--- src/rtl/fourbit_adder.sv ---
// Registered WIDTH-bit ripple-carry adder: {carry,sum} <= a + b + cin, one clock of latency.
// Optional FOURBIT_ADDER_OVF_EN adds a registered two's-complement overflow flag on port ovf.
module fourbit_adder #(
  parameter int WIDTH = 4
) (
  input  logic             clk,
  input  logic             rst,
  input  logic [WIDTH-1:0] a,
  input  logic [WIDTH-1:0] b,
  input  logic             cin,
  output logic [WIDTH-1:0] sum,
  output logic             carry
`ifdef FOURBIT_ADDER_OVF_EN
  ,
  output logic             ovf
`endif
);

  function automatic logic fa_sum(input logic x, input logic y, input logic c);
    return x ^ y ^ c;
  endfunction

  function automatic logic fa_carry(input logic x, input logic y, input logic c);
    return (x & y) | (c & (x ^ y));
  endfunction

  logic [WIDTH:0]   c_d;
  logic [WIDTH-1:0] sum_d;
  logic             carry_d;
  logic [WIDTH-1:0] sum_q;
  logic             carry_q;

  // Combinational ripple chain: c_d[0] is the carry-in, c_d[WIDTH] the carry-out.
  always_comb begin
    c_d    = '0;
    sum_d  = '0;
    c_d[0] = cin;
    for (int i = 0; i < WIDTH; i++) begin
      sum_d[i]  = fa_sum(a[i], b[i], c_d[i]);
      c_d[i+1]  = fa_carry(a[i], b[i], c_d[i]);
    end
    carry_d = c_d[WIDTH];
  end

  // Output register stage; reset overrides whatever the operands are that cycle.
  always_ff @(posedge clk) begin
    if (rst) begin
      sum_q   <= '0;
      carry_q <= 1'b0;
    end else begin
      sum_q   <= sum_d;
      carry_q <= carry_d;
    end
  end

  assign sum   = sum_q;
  assign carry = carry_q;

`ifdef FOURBIT_ADDER_OVF_EN
  logic ovf_d;
  logic ovf_q;

  // Signed overflow: carry into the sign cell differs from carry out of it.
  assign ovf_d = c_d[WIDTH] ^ c_d[WIDTH-1];

  always_ff @(posedge clk) begin
    if (rst) ovf_q <= 1'b0;
    else     ovf_q <= ovf_d;
  end

  assign ovf = ovf_q;
`endif

endmodule

--- config.mk ---
export PLATFORM = sky130hd
export DESIGN_NAME = fourbit_adder
export DESIGN_NICKNAME = d
export VERILOG_FILES = /design/src/rtl/fourbit_adder.sv
export SDC_FILE = /design/constraint.sdc
export NUM_CORES = 1
export LEC_CHECK = 0
export BUFFER_PORTS_ARGS = -buffer_cell sky130_fd_sc_hd__buf_4
export CELL_PAD_IN_SITES_DETAIL_PLACEMENT = 1
export CELL_PAD_IN_SITES_GLOBAL_PLACEMENT = 2
export CORE_MARGIN = 3
export CORE_UTILIZATION = 17
export DETAILED_ROUTE_END_ITERATION = 10
export PLACE_DENSITY_LB_ADDON = 0.2
export SETUP_SLACK_MARGIN = 0.1
export SLEW_MARGIN = 20
export SYNTH_ARGS = -nofsm -noshare
export SYNTH_HDL_FRONTEND = slang
export SYNTH_SLANG_ARGS = --single-unit
--- constraint.sdc ---
create_clock -name clk -period 1.9 [get_ports clk]
set_clock_uncertainty 0.2 [all_clocks]
set_input_delay 0.19 -clock clk [delete_from_list [all_inputs] [get_ports clk]]
set_output_delay 0.19 -clock clk [all_outputs]
set_load 0.02 [all_outputs]
# --- Word-level counts from Yosys, hierarchy flattened ---
# Index checks and enable logic that the tools add are counted.
totals:
  reg_bits: 5
  inputBits: 11
  output_inout_bits: 5
  word_cells: 22
classes:
  n_bitwise: 20
op_table:
  columns: ["operator", "count"]
  rows:
  - ["$and 1x1->1", 8]
  - ["$xor 1x1->1", 8]
  - ["$or 1x1->1", 4]

# --- Longest topological paths before layout ---
# Gate-level depths: netlist (run 1).
depth:
  depth_word: 9
  ltp_mapped: 8
  ltp_nobuf: 8

# --- Worst setup path after synthesis (run 1) ---
# Ideal clock, no wire load.
synth_timing:
  path_type: "in2reg"
  start: "in a[0]"
  end: "reg sum_q[3], in the netlist sum[3]"
  setup_time_ps: 64
  arrival_ps: 1735
  required_time_ps: 1636
  path_slack_ps: -99
  path_stages: 8
  n_path_buf: 0
  path_cell_list: "fa_1 > inv_1 > fa_1 > inv_1 > fa_1 > inv_1 > fa_1 > nor2_1"
synth_between:
  elab_chain_len: 8
  elab_cells_between_ends: 9
  cone_classes: "bitwise (9)"
synth_rtl:
  columns: ["element", "line_no", "rtl"]
  rows:
  - ["from (decl)", "8", "input logic [WIDTH-1:0] a,"]
  - ["$xor 1x1->1", "24", "return (x & y) | (c & (x ^ y));"]
  - ["$and 1x1->1", "24", null]
  - ["$or 1x1->1 (*)", "24", null]
  - ["$and 1x1->1 (*)", "24", null]
  - ["$or 1x1->1 (*)", "24", null]
  - ["$and 1x1->1 (*)", "24", null]
  - ["$or 1x1->1 (*)", "24", null]
  - ["$xor 1x1->1 (*)", "20", "return x ^ y ^ c;"]
  - ["to (signal assigned)", "51", "sum_q <= sum_d;"]
  - ["to (decl)", "30", "logic [WIDTH-1:0] sum_q;"]
# Every way passes the cells marked *; elsewhere a longest branch is shown, timed or not.
# A chain may end at the register's enable or synchronous reset.

# --- Worst setup path after layout (run 1) ---
layout_timing:
  start: "in cin"
  end: "reg sum_q[3], in the netlist sum[3]"
layout_between:
  elab_chain_len: 7
layout_rtl:
  columns: ["element", "line_no", "rtl"]
  rows:
  - ["from (decl)", "10", "input logic cin,"]
  - ["$and 1x1->1", "24", null]
  - ["$or 1x1->1", "24", null]
  - ["$and 1x1->1", "24", null]
  - ["$or 1x1->1", "24", null]
  - ["$and 1x1->1", "24", null]
  - ["$or 1x1->1", "24", null]
  - ["$xor 1x1->1", "20", null]
# Every way passes these cells.

==> summary.md, run 1 <==
| Metric | Value |
|---|---|
| Cell count after synthesis | `21` |
| Fin util | `34.4%` |
| Power per standard cell area | `787 nW/um^2` |
| Worst Path Class, Setup | `in -> reg` |
| Worst EP required | `1.87 ns` |
| Crit. End Element | `register` |
| Area grow syn2layout | `77.2%` |
| Starting density of the core | `19.4%` |
| Via density per instance | `3.45` |
| Share of layout cells above drive strength 1 | `58.5%` |
| Top area cells in the synthesized netlist | `dfxtp_1, fa_1, inv_1, nor2b_1, nor2_1` |
| Setup TNS | `0 ns` |
| DRT iter0 DRCs | `0` |
| Clock sink total | `5` |
| Nets | `57` |
| Clk root buf | `clkbuf_4` |
| WL/cell | `8.07 um` |
| DR vias | `190` |
| Max Cap Viol | `0` |
| Num CTS Buffers | `3` |
| Register area share after synthesis | `43.5%` |
| Largest net degree at the start of global routing | `6` |
| Synth Register Bits | `5` |
| First-pass GRT wire length | `696 um` |
| # DRC | `0` |
| Hold_sp | `cin` |
| Hold Path End | `sum[0]$_SDFF_PP0_` |
| Final Hold Fails | `0` |
| Hold Path Class | `in -> reg` |
| Syn avg cell area | `11.0 um^2` |
| Die Footprint | `1830 um^2` |
| Worst-path cell chain | `buf_6, fa_2, inv_2, fa_2, inv_2, fa_2, inv_2, fa_1, nor2_1` |
| GRT Overall Usage | `5.74%` |
| Final setup fails | `0` |
| Min Tclk post-route | `1.82 ns` |
| Max Transition Viols Final | `0` |
| Max_slew headroom | `94.9%` |
| Total grt overflow | `0` |
| Mapped cell area | `230 um^2` |
| Syn Nets | `36` |
| H-tree Lvls | `1` |
| Status | `finished, final reports clean` |
| PortBufs | `15` |
| Setup repair bufs after CTS | `0` |
| Max Freq | `548 MHz` |
| Leak | `0.207 nW` |
| Row count | `12` |
| Worst path max stage delay | `0.39 ns` |
| Hold depth | `3` |
| VDD IR max | `0.152 mV` |
| ANT cells | `0` |
| Worst-path clk slew | `0.04 ns` |
| Worst-path fanout max | `1` |
| RD Place Congestion | `0.632` |
| Crit path launch | `cin` |
| CP arrival | `1.80 ns` |
| Slowest CP cell | `fa_1` |
| Initial antenna violation count | `0` |
| Final WL | `444 um` |
| Critical Path Start Type | `primary input` |
| Clock buffer depth | `2` |
| Number of global-route vias before repair | `211` |
| Core box area | `1190 um^2` |
| Drt pass-1 iters | `1` |
| Fin crit share | `96.0%` |
| Area share of the largest cell type after synthesis | `43.5%` |
| Synth area leader | `dfxtp_1` |
| Worst slew pin tran | `0.0757 ns` |
| Chip height | `42.8 um` |
| RSZ-0062 raised after global routing | `yes` |
| Chip Width | `42.8 um` |
| Detail Route Antenna Nets | `0` |
| Cell variety after synth | `5` |
| TritonCTS clock tree | `built` |
| IO Count | `16` |
| Yosys warning count | `0` |
| Overall Power | `0.321 mW` |
-- where the power goes --
part	total (mW)	leakage [nW]	internal, mW	switching (mW)
clock	0.118	0.0150	0.0791	0.0387
sequential	0.120	0.0417	0.117	0.00279
combinational	0.0830	0.150	0.0442	0.0388
-- cell usage after synthesis --
master   count
inv_1        7
dfxtp_1      5
fa_1         4
nor2_1       3
nor2b_1      2
-- worst max-delay path by stage --
stage | to | cells past startpoint
final | sum[3]$_SDFF_PP0_ | 9
after global routing | sum[3]$_SDFF_PP0_ | 9
after CTS | sum[3]$_SDFF_PP0_ | 9
after detailed placement | sum[3]$_SDFF_PP0_ | 9
after global placement | sum[3]$_SDFF_PP0_ | 9
after floorplan | sum[3]$_SDFF_PP0_ | 8
-- per-layer routing --
metal | global-route usage (%) | vias up | part of all wire (%) | routed length [um]
met5 | 0 | - | 0 | 0
met4 | 7.45 | 0 | 0 | 0
met3 | 2.97 | 0 | 15 | 68
met2 | 9.58 | 10 | 58 | 256
met1 | 3.86 | 85 | 27 | 118
li1 | - | 95 | - | -
-- logic make-up (layout without fill, tap and decap cells) --
logic type | after synthesis | count (layout) | share of synthesized area, %
adder cells (fa/ha/maj) | 4 | 4 | 34.8
buffers and inverters | 7 | 27 | 11.4
flip-flops | 5 | 5 | 43.5
AND/OR/NAND/NOR | 5 | 5 | 10.3
-- cell usage in the layout, fill, tap and decap left out --
cell type / instances
fa_2: 3
inv_1: 4
nor2_1: 3
clkbuf_4: 3
fa_1: 1
dfxtp_1: 5
dlygate4sd3_1: 1
inv_2: 3
buf_4: 14
nor2b_1: 2
clkbuf_1: 1
buf_6: 1
-- flip-flops by register name (all words and copies together) (netlist names) --
register / cells
sum: 4
carry: 1
-- critical path, delay by kind of cell --
kind                       cells  cell delay (ns)
and+or+nand+nor                1             0.09
buffers and inverters          4             0.25
adders and majority gates      4             1.26
-- metrics by stage --
| stage | setup slack (ns) | instance area (um^2) | instances | hold WS (ns) |
|---|---|---|---|---|
| 2_1_floorplan | -0.0736 | 238 | 21 | 0.0567 |
| 3_3_place_gp | -0.235 | 368 | 50 | 0.188 |
| 3_5_place_dp | -0.265 | 368 | 50 | 0.186 |
| 4_1_cts | 0.0597 | 408 | 55 | 0.153 |
| 5_1_grt | 0.0160 | 408 | 55 | 0.168 |
| 6_report | 0.0760 | 408 | 55 | 0.162 |
-- final cells by class --
class,instances,area [um^2]
multi-input combinational,9,111
sequential,5,100
fill,145,778
tap,14,17.5
timing repair buffer,16,126
clock buffer,4,26.3
inverter,7,26.3
-- repair_timing --
action | CTS | global route
pin swaps | 5 | 1
hold buffers | 1 | 0
hold endpoints to repair | 5 | 0
setup endpoints to repair | 1 | 1
gates resized for setup | 1 | 0
Power figures use the tool's default switching activity.
==> run 2: changes to the inputs <==
- CAP_MARGIN: not set -> 20
- PLACE_DENSITY: not set -> 0.74
- PLACE_DENSITY_LB_ADDON: 0.2 -> not set
==> run 2 against run 1 <==
Largest power group unchanged. Clock power barely moved. Via count is 2.6% higher. Highest routed layer unchanged. Sequential power barely moved. Routed wire length increased by 6.3%. Fmax rose by 0.82%.
==> summary.md, run 2 (same netlist as run 1, synthesis figures left out) <==
| Metric | Value |
|---|---|
| Share of layout cells above drive strength 1 | `58.5%` |
| Worst Path Class, Setup | `in -> reg` |
| Hold Path Class | `in -> reg` |
| Core box area | `1190 um^2` |
| Status | `finished, final reports clean` |
| Area grow syn2layout | `77.2%` |
| Commonest cells after routing, fill and taps aside | `buf_4, dfxtp_1, inv_1` |
| Min Tclk post-route | `1.81 ns` |
| Nets | `57` |
| Filler cells | `146` |
| Max reg flops | `4` |
| Starting density of the core | `19.4%` |
| Chip Width | `42.8 um` |
| Overall Power | `0.321 mW` |
| Total grt overflow | `0` |
| CP arrival | `1.78 ns` |
| Row count | `12` |
| Worst EP required | `1.88 ns` |
| Initial antenna violation count | `0` |
| # DRC | `0` |
| RD Place Congestion | `0.578` |
| H-tree Lvls | `1` |
| Final WL | `472 um` |
| TritonCTS clock tree | `built` |
| Drt pass-1 iters | `2` |
| Final instance area | `408 um^2` |
| Worst-path clk slew | `0.04 ns` |
| Fin crit share | `95.2%` |
| Most common cell after layout, fill and taps aside | `buf_4` |
| Crit. End Element | `register` |
| Max Freq | `553 MHz` |
| DR vias | `195` |
| Multi-input logic area | `111 um^2` |
| Clock sink total | `5` |
| Critical Path Start Type | `primary input` |
| Reg area | `100 um^2` |
| PortBufs | `15` |
| Final Hold Fails | `0` |
| Hold Path End | `sum[3]$_SDFF_PP0_` |
| Number of global-route vias before repair | `223` |
| Max Cap Viol | `0` |
| RSZ-0062 raised after global routing | `yes` |
| Final setup fails | `0` |
| Leak | `0.207 nW` |
| Max_slew headroom | `92.2%` |
| Num CTS Buffers | `3` |
| GRT Overall Usage | `6.43%` |
| First-pass GRT wire length | `814 um` |
| ANT cells | `0` |
| VDD IR max | `0.177 mV` |
| Hold_sp | `b[3]` |
| Detail Route Antenna Nets | `0` |
| Largest net degree at the start of global routing | `6` |
| WL/cell | `8.58 um` |
| Max Transition Viols Final | `0` |
| Worst-path fanout max | `1` |
| Clk root buf | `clkbuf_4` |
| Hold depth | `4` |
| Via density per instance | `3.55` |
| DRT iter0 DRCs | `2` |
| IO Count | `16` |
| Placed inst area | `368 um^2` |
| Chip height | `42.8 um` |
| Die Footprint | `1830 um^2` |
| Clock buffer depth | `2` |
| Power per standard cell area | `787 nW/um^2` |
| Worst slew pin tran | `0.117 ns` |
## run 2: how the worst max path moves through the flow
| stage | from | end | slack, ns | cells past startpoint |
|---|---|---|---|---|
| 2_1_floorplan | a[0] | sum[3]$_SDFF_PP0_ | -0.07 | 8 |
| 3_3_place_gp | a[0] | sum[3]$_SDFF_PP0_ | -0.23 | 9 |
| 3_5_place_dp | a[0] | sum[3]$_SDFF_PP0_ | -0.25 | 9 |
| 4_1_cts | cin | sum[3]$_SDFF_PP0_ | 0.08 | 9 |
| 5_1_grt | cin | sum[3]$_SDFF_PP0_ | 0.04 | 9 |
| 6_report | cin | sum[3]$_SDFF_PP0_ | 0.09 | 9 |
## run 2: stage by stage
stage | utilization [%] | setup slack (ns) | TNS, ns | hold slack, ns | cells
5_1_grt | 34.4 | 0.0373 | 0 | 0.161 | 55
2_1_floorplan | - | -0.0736 | -0.0736 | 0.0567 | 21
6_report | 34.4 | 0.0909 | 0 | 0.153 | 55
4_1_cts | 34.4 | 0.0783 | 0 | 0.150 | 55
3_3_place_gp | 31.0 | -0.233 | -0.233 | 0.185 | 50
3_5_place_dp | 31.0 | -0.247 | -0.269 | 0.189 | 50
## run 2: area by class of cell
class | count | area share, %
Sequential cell | 5 | 24.5
Clock buffer | 4 | 6.44
Tap cell | 14 | 4.29
Timing Repair Buffer | 16 | 31.0
Multi-Input combinational cell | 9 | 27.3
Inverter | 7 | 6.44
## run 2: per-layer routing
metal	part of all wire (%)	wire length, um	vias up	track usage [%]
met4	0	0	0	7.45
met3	16	76	0	3.81
met5	0	0	-	0
li1	-	-	95	-
met2	49	233	13	9.28
met1	34	162	87	5.64
## run 2: worst max-delay path, stage by stage
cell,delay (ns)
buf_6,0.09
fa_2,0.37
inv_2,0.06
fa_2,0.18
inv_2,0.04
fa_2,0.33
inv_2,0.06
fa_1,0.39
nor2_1,0.08
## run 2: report_power, final
| part | internal, mW | switching (mW) | total, mW |
|---|---|---|---|
| Sequential | 0.117 | 0.00301 | 0.120 |
| Clock | 0.0791 | 0.0393 | 0.118 |
| Combinational | 0.0435 | 0.0388 | 0.0824 |
## run 2: what timing repair did
action	CTS	global route
endpoints found under the hold margin	5	0
pin swaps	5	1
hold buffers	1	0
buffers inserted	0	0
endpoints found under the setup margin	1	1
resized for setup	1	0
==> run 3: changes to the inputs <==
- SETUP_SLACK_MARGIN: 0.1 -> 0.05
==> run 3 against run 2 <==
Fmax shrank 1.3%. Hold slack is the same. Flip-flop and latch count is the same. Critical endpoint unchanged. Largest cell class unchanged. Largest power group unchanged. Highest routed layer unchanged.
==> summary.md, run 3 (same netlist as run 1, synthesis figures left out) <==
| Metric | Value |
|---|---|
| GRT Overall Usage | `6.43%` |
| Max Transition Viols Final | `0` |
| Hold_sp | `b[3]` |
| Status | `finished, final reports clean` |
| Area grow syn2layout | `75.5%` |
| Fin util | `34.1%` |
| Clk root buf | `clkbuf_4` |
| Hold slack | `0.153 ns` |
| Placed inst area | `368 um^2` |
| RSZ-0062 raised after global routing | `yes` |
| WL/cell | `8.58 um` |
| Fin crit share | `96.5%` |
| Hold Path End | `sum[3]$_SDFF_PP0_` |
| ANT cells | `0` |
| Max_slew headroom | `92.2%` |
| DRT iter0 DRCs | `2` |
| Via density per instance | `3.55` |
| Number of global-route vias before repair | `220` |
| Setup TNS | `0 ns` |
| Critical Path Start Type | `primary input` |
| Row count | `12` |
| Clock buffer depth | `2` |
| Min Tclk post-route | `1.83 ns` |
| Final instance area | `404 um^2` |
| IO Count | `16` |
| Final cell count without fillers | `55` |
| Max Freq | `546 MHz` |
| Chip height | `42.8 um` |
| Drt pass-1 iters | `2` |
| Total grt overflow | `0` |
| Commonest cells after routing, fill and taps aside | `buf_4, dfxtp_1, inv_1` |
| Clock sink total | `5` |
| Chip Width | `42.8 um` |
| Power per standard cell area | `793 nW/um^2` |
| Hold depth | `4` |
| First-pass GRT wire length | `814 um` |
| Starting density of the core | `19.4%` |
| Worst Path Class, Setup | `in -> reg` |
| Share of layout cells above drive strength 1 | `58.5%` |
| Final setup fails | `0` |
| H-tree Lvls | `1` |
| Hold Path Class | `in -> reg` |
| Initial antenna violation count | `0` |
| Place WS | `-0.247 ns` |
| Num CTS Buffers | `3` |
| Nets | `57` |
| DR vias | `195` |
| Die Footprint | `1830 um^2` |
| # DRC | `0` |
| Max Cap Viol | `0` |
| RD Place Congestion | `0.578` |
| Post_cts resized | `0` |
| Final Hold Fails | `0` |
| Placed cells | `50` |
| Largest net degree at the start of global routing | `6` |
| Most common cell after layout, fill and taps aside | `buf_4` |
| Detail Route Antenna Nets | `0` |
| Worst-path clk slew | `0.04 ns` |
| Worst EP required | `1.88 ns` |
| Crit. End Element | `register` |
| Filler cells | `146` |
| Setup repair bufs after CTS | `0` |
| Core box area | `1190 um^2` |
| Worst slew pin tran | `0.117 ns` |
| Final WL | `472 um` |
| Leak | `0.206 nW` |
| Worst-path fanout max | `1` |
| Overall Power | `0.321 mW` |
| VDD IR max | `0.178 mV` |
| PortBufs | `15` |
| Max reg flops | `4` |
| CP arrival | `1.81 ns` |
| Worst setup margin | `0.0670 ns` |
| TritonCTS clock tree | `built` |
==> run 3: cell types whose count changed in the layout (fill, tap and decap cells not counted) <==
cell   before  now
buf_4      14   15
buf_6       1    0
==> run 3: layout make-up <==
class                           instances  area, um^2  area share [%]
Timing Repair Buffer                   16         123            30.3
Multi-Input combinational cell          9         111            27.6
Sequential cell                         5         100            24.8
Clock buffer                            4        26.3            6.50
Inverter                                7        26.3            6.50
Tap cell                               14        17.5            4.33
==> run 3: worst max-delay path by stage <==
stage	start	end	slack (ns)
detailed placement	a[0]	sum[3]$_SDFF_PP0_	-0.25
floorplan	a[0]	sum[3]$_SDFF_PP0_	-0.07
finish	a[0]	sum[3]$_SDFF_PP0_	0.07
CTS	a[0]	sum[3]$_SDFF_PP0_	0.05
global placement	a[0]	sum[3]$_SDFF_PP0_	-0.23
global route	a[0]	sum[3]$_SDFF_PP0_	0.01
==> run 3: critical path, cell delays in order <==
cell and delay, ns:
buf_4 0.12, fa_2 0.37, inv_2 0.06, fa_2 0.18, inv_2 0.04, fa_2 0.33
inv_2 0.06, fa_1 0.39, nor2_1 0.08
==> run 3: repair_timing <==
action	in CTS	in global routing
endpoints found under the setup margin	1	1
pin swaps	4	1
hold buffers	1	0
hold endpoints to repair	5	0
==> run 3: routing by layer <==
metal	GRT usage (%)	vias to the layer above	part of all wire, %
met1	5.64	87	35
met5	0	-	0
met4	7.45	0	0
li1	-	95	-
met2	9.28	13	49
met3	3.81	0	16
==> run 3: where the power goes <==
part	switching (mW)	internal [mW]	leakage, nW	total, mW
Sequential	0.00301	0.117	0.0417	0.120
Combinational	0.0388	0.0429	0.149	0.0817
Clock	0.0393	0.0791	0.0150	0.118
